$ cat config.mk
export PLATFORM = sky130hd
export DESIGN_NAME = flit_rr_arbiter_flat
export DESIGN_NICKNAME = d
export VERILOG_FILES = /design/src/rtl/flit_rr_arbiter_if.sv /design/src/rtl/flit_rr_arbiter.sv /design/src/flat_wrapper.sv
export SDC_FILE = /design/constraint.sdc
export NUM_CORES = 1
export LEC_CHECK = 0
export ABC_AREA = 1
export CAP_MARGIN = 5
export CORE_ASPECT_RATIO = 0.9
export CORE_UTILIZATION = 30
export DETAILED_ROUTE_END_ITERATION = 8
export GPL_ROUTABILITY_DRIVEN = 1
export PLACE_DENSITY = 0.67
export SLEW_MARGIN = 0
export SYNTH_ARGS = -nofsm -noshare
export SYNTH_HDL_FRONTEND = slang
export SYNTH_SLANG_ARGS = --single-unit
$ cat constraint.sdc
create_clock -name clk -period 2.64 [get_ports clk]
set_input_delay 0.792 -clock clk [delete_from_list [all_inputs] [get_ports clk]]
set_output_delay 0.792 -clock clk [all_outputs]
set_load 0.05 [all_outputs]
$ cat src/rtl/flit_rr_arbiter_if.sv
// Flit arbiter bus: input FIFO heads/read strobes, downstream valid/ready link and status.
// master = arbiter side, slave = FIFO/downstream side.
interface flit_rr_arbiter_if #(
    parameter int unsigned N_IN = 4,
    parameter int unsigned W    = 16
);
    logic [N_IN-1:0]   fifo_empty;
    logic [N_IN*W-1:0] fifo_data;
    logic [N_IN-1:0]   fifo_read;
    logic [W-1:0]      out_data;
    logic              out_valid;
    logic              out_ready;
    logic [N_IN-1:0]   grant;
    logic              busy;
    logic              err_flit;
    logic              timeout_pulse;

    modport master (
        input  fifo_empty, fifo_data, out_ready,
        output fifo_read, out_data, out_valid, grant, busy, err_flit, timeout_pulse
    );

    modport slave (
        output fifo_empty, fifo_data, out_ready,
        input  fifo_read, out_data, out_valid, grant, busy, err_flit, timeout_pulse
    );
endinterface

$ cat src/rtl/flit_rr_arbiter.sv
// Round-robin, packet-locking arbiter sharing one output among N_IN FWFT flit FIFOs.
// Define FLIT_ARB_TIMEOUT_EN to add a stall counter that force-unlocks a stuck owner.
module flit_rr_arbiter #(
    parameter int unsigned N_IN    = 4,
    parameter int unsigned W       = 16,
    parameter int unsigned TIMEOUT = 64
) (
    input  logic              clk,
    input  logic              reset,
    flit_rr_arbiter_if.master bus
);
    localparam int unsigned   PW       = (N_IN > 1) ? $clog2(N_IN) : 1;
    localparam logic [PW-1:0] LAST_IDX = PW'(N_IN - 1);

    typedef enum logic {S_IDLE, S_LOCK} state_t;

    state_t          state;
    logic [PW-1:0]   ptr;
    logic [PW-1:0]   owner;
    logic [N_IN-1:0] grant_q;
    logic            err_q;

    logic [N_IN-1:0] req;
    logic [N_IN-1:0] bad;
    logic [W-1:0]    head_flit;
    logic            win_found;
    logic [PW-1:0]   win_idx;
    logic [PW-1:0]   ptr_next;
    int unsigned     scan_idx;
    logic [W-1:0]    owner_data;
    logic            owner_empty;
    logic            xfer;
    logic            is_end;

    if (N_IN < 2 || N_IN > 8 || W < 3 || TIMEOUT < 1 || TIMEOUT > 256) begin : g_param_check
        $error("flit_rr_arbiter: parameter out of range");
    end

    // A non-empty input requests only if its head is HEAD/SINGLE (type MSB set).
    always_comb begin
        req       = '0;
        bad       = '0;
        head_flit = '0;
        for (int i = 0; i < int'(N_IN); i++) begin
            head_flit = bus.fifo_data[i*W +: W];
            if (!bus.fifo_empty[i]) begin
                if (head_flit[W-1]) req[i] = 1'b1;
                else                bad[i] = 1'b1;
            end
        end
    end

    // First requester at or after ptr, wrapping explicitly at N_IN.
    always_comb begin
        win_found = 1'b0;
        win_idx   = '0;
        scan_idx  = 0;
        for (int k = 0; k < int'(N_IN); k++) begin
            scan_idx = 32'(ptr) + 32'(k);
            if (scan_idx >= N_IN) scan_idx = scan_idx - N_IN;
            if (!win_found && req[PW'(scan_idx)]) begin
                win_found = 1'b1;
                win_idx   = PW'(scan_idx);
            end
        end
        ptr_next = (win_idx == LAST_IDX) ? '0 : PW'(win_idx + 1'b1);
    end

    always_comb begin
        owner_data  = '0;
        owner_empty = 1'b1;
        for (int i = 0; i < int'(N_IN); i++) begin
            if (owner == PW'(i)) begin
                owner_data  = bus.fifo_data[i*W +: W];
                owner_empty = bus.fifo_empty[i];
            end
        end
    end

    assign xfer   = (state == S_LOCK) && !owner_empty && bus.out_ready;
    assign is_end = owner_data[W-2];

    // Zero-latency data path while locked; output quiet and zeroed in IDLE.
    always_comb begin
        bus.out_data  = '0;
        bus.out_valid = 1'b0;
        bus.fifo_read = '0;
        if (state == S_LOCK) begin
            bus.out_data  = owner_data;
            bus.out_valid = !owner_empty;
            if (xfer) bus.fifo_read[owner] = 1'b1;
        end
    end

`ifdef FLIT_ARB_TIMEOUT_EN
    localparam logic [7:0] STALL_MAX = 8'(TIMEOUT - 1);
    logic [7:0] stall;
    logic       tpulse_q;
`endif

    always_ff @(posedge clk) begin
        if (reset) begin
            state   <= S_IDLE;
            ptr     <= '0;
            owner   <= '0;
            grant_q <= '0;
            err_q   <= 1'b0;
`ifdef FLIT_ARB_TIMEOUT_EN
            stall    <= '0;
            tpulse_q <= 1'b0;
`endif
        end else begin
`ifdef FLIT_ARB_TIMEOUT_EN
            tpulse_q <= 1'b0;
`endif
            case (state)
                S_IDLE: begin
                    if (|bad) err_q <= 1'b1;
                    if (win_found) begin
                        state   <= S_LOCK;
                        owner   <= win_idx;
                        grant_q <= N_IN'(1) << win_idx;
                        ptr     <= ptr_next;
                    end
                end
                S_LOCK: begin
`ifdef FLIT_ARB_TIMEOUT_EN
                    if (xfer) begin
                        stall <= '0;
                        if (is_end) begin
                            state   <= S_IDLE;
                            grant_q <= '0;
                        end
                    end else if (stall == STALL_MAX) begin
                        stall    <= '0;
                        state    <= S_IDLE;
                        grant_q  <= '0;
                        tpulse_q <= 1'b1;
                    end else begin
                        stall <= stall + 8'd1;
                    end
`else
                    if (xfer && is_end) begin
                        state   <= S_IDLE;
                        grant_q <= '0;
                    end
`endif
                end
                default: state <= S_IDLE;
            endcase
        end
    end

    assign bus.grant    = grant_q;
    assign bus.busy     = (state == S_LOCK);
    assign bus.err_flit = err_q;
`ifdef FLIT_ARB_TIMEOUT_EN
    assign bus.timeout_pulse = tpulse_q;
`else
    assign bus.timeout_pulse = 1'b0;
`endif
endmodule
$ cat src/flat_wrapper.sv
// flat-port wrapper written by rule: the top's interface ports become plain ports
module flit_rr_arbiter_flat 
#(
    parameter int unsigned N_IN    = 4,
    parameter int unsigned W       = 16,
    parameter int unsigned TIMEOUT = 64
)
  (clk, reset, bus_fifo_empty, bus_fifo_data, bus_out_ready, bus_fifo_read, bus_out_data, bus_out_valid, bus_grant, bus_busy, bus_err_flit, bus_timeout_pulse);
  flit_rr_arbiter_if #(.N_IN(N_IN), .W(W)) bus_i ();
  input  logic clk;
  input  logic reset;
  input wire logic [$bits(bus_i.fifo_empty)-1:0] bus_fifo_empty;
  input wire logic [$bits(bus_i.fifo_data)-1:0] bus_fifo_data;
  input wire logic [$bits(bus_i.out_ready)-1:0] bus_out_ready;
  output wire logic [$bits(bus_i.fifo_read)-1:0] bus_fifo_read;
  output wire logic [$bits(bus_i.out_data)-1:0] bus_out_data;
  output wire logic [$bits(bus_i.out_valid)-1:0] bus_out_valid;
  output wire logic [$bits(bus_i.grant)-1:0] bus_grant;
  output wire logic [$bits(bus_i.busy)-1:0] bus_busy;
  output wire logic [$bits(bus_i.err_flit)-1:0] bus_err_flit;
  output wire logic [$bits(bus_i.timeout_pulse)-1:0] bus_timeout_pulse;
  assign bus_i.fifo_empty = bus_fifo_empty;
  assign bus_i.fifo_data = bus_fifo_data;
  assign bus_i.out_ready = bus_out_ready;
  assign bus_fifo_read = bus_i.fifo_read;
  assign bus_out_data = bus_i.out_data;
  assign bus_out_valid = bus_i.out_valid;
  assign bus_grant = bus_i.grant;
  assign bus_busy = bus_i.busy;
  assign bus_err_flit = bus_i.err_flit;
  assign bus_timeout_pulse = bus_i.timeout_pulse;
  flit_rr_arbiter #(.N_IN(N_IN), .W(W), .TIMEOUT(TIMEOUT)) u_core (.clk(clk), .reset(reset), .bus(bus_i));
endmodule
==> results by stage <==
Outcome:
- The run finished with clean final reports.

Detailed routing:
- After detailed routing, the number of remaining DRC violations is 0.
- The detailed router finished its first iteration with 85 violations.
- The final layout contains routed wiring with a total length of 5840 um.
- The remaining antenna violation count is 0.
- The routed layout has 2047 vias.
- The first detailed-routing pass took 4 iterations.
- The routed via count divided by cell count is 4.89.
- In the final routed layout, each cell accounts on average for 13.9 um.

Yosys:
- The async set-or-reset flop fraction in the synthesized netlist is 0%.
- The area share of fa/ha/maj cells after synthesis is 3.40%.
- The mean instance size in the synthesized netlist is 6.11 um^2.
- In the synthesized netlist, the number of instances is 241.
- The number of synthesized flops with an enable pin is 0.
- The synthesized-area fraction occupied by and/or/nand/nor cells is 46.3%.
- The parity-gate share of the synthesized area counting xor and xnor cells is 0%.
- In the synthesized netlist the dominant register cell turns out to be sky130_fd_sc_hd__dfxtp_1.
- The commonest cells after synthesis are sky130_fd_sc_hd__nand2_1 (56), sky130_fd_sc_hd__nor2_1 (31), sky130_fd_sc_hd__inv_1 (23).
- The post-synthesis cell area is 0.00147 mm^2.
- The share of cell area taken by muxes after synthesis is 0%.
- The most frequently used cell type in the post-synthesis netlist is sky130_fd_sc_hd__nand2_1.
- Counting flops and latches in the post-synthesis netlist gives 10.
- When the netlist entered floorplanning its net count stood at 316.
- By area the synthesized netlist is led by sky130_fd_sc_hd__nand2_1 (14%), sky130_fd_sc_hd__dfxtp_1 (14%), sky130_fd_sc_hd__nor2_1 (7.9%), sky130_fd_sc_hd__nand3_1 (6.8%), sky130_fd_sc_hd__nand3_2 (6.1%).
- After synthesis, the netlist uses 36 different library cells.
- The area share of the largest cell type after synthesis is 14.3%.
- Summing the areas of all compound-gate instances in the mapped netlist gives 23.6% of the synthesized area.
- The count of synthesis-stage warnings from yosys is 0.
- After synthesis, the largest family of logic cells by area is simple AND/OR/NAND/NOR gates.
- Of all cell types, the one taking the most synthesized area is sky130_fd_sc_hd__nand2_1.
- Sequential cells were found to cover 13.6% of the synthesized design area.

Finish:
- The finished layout holds 419 standard cells, fillers aside.
- The final net count is 433.
- From synthesis to final layout, the design area changed by 103%.
- The final instance area is 0.00299 mm^2.
- The antenna diode count is 0.
- Of the cells placed in the final design, the portion with a size suffix greater than 1 is 30.3%.

STA:
- The final-report setup violation count is 0.
- Setup repair after global routing left no endpoint under its margin.
- The worst pin sits at a relative slew slack of 64.3%.
- The final hold violation count is 0.
- Setup total negative slack on the finished layout was measured at 0 ns.
- The clock skew after layout is 0.00443 ns.
- The worst path setup slack after routing is 0.0571 ns.
- For the pin with the worst max-slew slack, the measured transition is 0.534 ns.
- The worst path needs 2.58 ns of the cycle, external delays included.
- Dividing the final minimum period by the clock period gives 97.8%.
- The final max-slew violation count came to 0.
- For this run, the top clock speed supported by timing is 0.387 GHz.

Flow run:
- The number of max-cap violations is 0.

Setup path:
- The largest fanout on the critical path is 4.
- The worst setup path is launched from an input pin.
- The critical path endpoint category is a primary output.
- Data on the critical path arrives at its endpoint at 1.79 ns.
- The data required time of the worst path is 1.85 ns.
- The critical path is of the in2out type.

Floorplan:
- For this configuration, the core starts out at a cell density of 32.2%.
- 99 I/O pins were placed.
- The site row count is 23.
- The die covers 0.00519 mm^2.
- The x dimension of the die is 75.9 um.
- The die height is 68.5 um.
- The total area inside the core boundary comes to 0.00458 mm^2.

Clock tree:
- For this design, the sink count on the clock tree is 10.
- Clock-pin slew was measured on the worst setup and hold paths at 0.05 ns.
- Clock tree synthesis selected as its root buffer the cell sky130_fd_sc_hd__clkbuf_8.
- TritonCTS built the clock tree.
- The buffer levels on the longest clock path is 2.
- The number of clock buffers added by TritonCTS is 3.
- At the later pin of the worst-skew pair, clock insertion delay measures 0.24 ns.
- CTS built an H-tree with a depth of 1.

Power and ir drop:
- The leakage power total is 0.00135 uW.
- Power spread over the standard cell area amounts to 983 mW/mm^2.
- VDD sags by at most 0.500 mV.
- The completed layout was analyzed and its total power is 2940 uW.

Placement:
- At the placement stage, the worst setup path has a slack of -0.231 ns.
- The number of port buffers is 97.
- The detailed placement HPWL is 4790 um.
- The global placement routability congestion is 0.852.
- Once placement finished, the instance area stood at 0.00287 mm^2.
- The total instance count after detailed placement is 413.

Global routing:
- Entering global routing, the biggest net connects 15 pins.
- The first global-routing pass estimated 9310 um of wire.
- In the global route stage, overall resource usage came out at 23.5%.
- The number of antenna violations at the first check in global routing came to 0.
- The total overflow left after global routing is 0.
- The number of global-route vias before repair is 1973.

Min path:
- The path class of the tightest hold or removal check is reg2reg.
[power by group]
group	internal, uW	leakage [uW]	switching [uW]
combinational	1060	0.00124	1390
clock	131	0.0000288	62.6
sequential	204	0.0000831	88.5
[state kept, by name, indices dropped and copies added (netlist names)]
register             count
u_core.bus.busy          1
u_core.bus.err_flit      1
u_core.bus.grant         4
u_core.ptr               2
u_core.owner             2
[layer usage]
layer	track usage, %	vias up	wire [um]
met1	29.6	932	2610
met3	5.15	8	494
met5	0	-	0
li1	-	1037	-
met2	41.3	70	2680
met4	3.94	0	61
[cell type report]
type | count | area, um^2
tap | 62 | 77.6
clock buffer | 4 | 55.1
sequential | 10 | 201
multi-input combinational | 192 | 1170
fill | 414 | 1590
inverter | 28 | 121
timing repair buffer | 123 | 1370
[cells by family after synthesis]
logic type | Yosys count
AND/OR/NAND/NOR | 136
AO/OA/AOI/OAI | 51
buffers and inverters | 39
flip-flops | 10
adder cells (fa/ha/maj) | 4
other | 1
[final timing paths]
kind	from	to	slack, ns	cells past startpoint
setup reg to reg	u_core.ptr[0]	u_core.bus.grant[2]	0.54	12
hold / removal	u_core.bus.err_flit	u_core.bus.err_flit	0.46	2
hold reg to reg	u_core.bus.err_flit	u_core.bus.err_flit	0.46	2
setup / recovery	bus_fifo_data[31]	bus_out_data[15]	0.06	5
[placed cells by master, fill, tap and decap left out, types with 6 or more instances in the layout]
master / count
sky130_fd_sc_hd__clkdlybuf4s50_1: 59
sky130_fd_sc_hd__nand2_1: 55
sky130_fd_sc_hd__nor2_1: 27
sky130_fd_sc_hd__buf_4: 27
sky130_fd_sc_hd__buf_12: 20
sky130_fd_sc_hd__nand3_1: 19
sky130_fd_sc_hd__inv_1: 19
sky130_fd_sc_hd__dlygate4sd2_1: 11
sky130_fd_sc_hd__nand3_2: 10
sky130_fd_sc_hd__a21oi_2: 9
sky130_fd_sc_hd__dfxtp_1: 9
sky130_fd_sc_hd__nand2_2: 8
sky130_fd_sc_hd__o21ai_0: 7
sky130_fd_sc_hd__o211ai_1: 7
sky130_fd_sc_hd__o21ai_1: 7
sky130_fd_sc_hd__a21oi_1: 6
[repair_timing]
item / in CTS / in global routing
buffers inserted: 2 / 0
hold endpoints to repair: 0 / 0
endpoints found under the setup margin: 14 / 18
resized for setup: 32 / 14
hold buffers: 0 / 0
pin swaps: 19 / 5
[per-stage QoR]
step,utilization [%],hold slack [ns]
CTS,65.3,0.462
global route,65.3,0.491
detailed placement,62.8,0.455
floorplan,-,0.585
finish,65.3,0.456
global placement,62.8,0.452
[critical path, cell delays in order]
cell and delay (ns):
sky130_fd_sc_hd__dlygate4sd2_1 0.28, sky130_fd_sc_hd__a221o_1 0.32, sky130_fd_sc_hd__o21ai_0 0.08, sky130_fd_sc_hd__a21oi_1 0.11, sky130_fd_sc_hd__clkbuf_16 0.21
(Power assumes the default switching activity.)
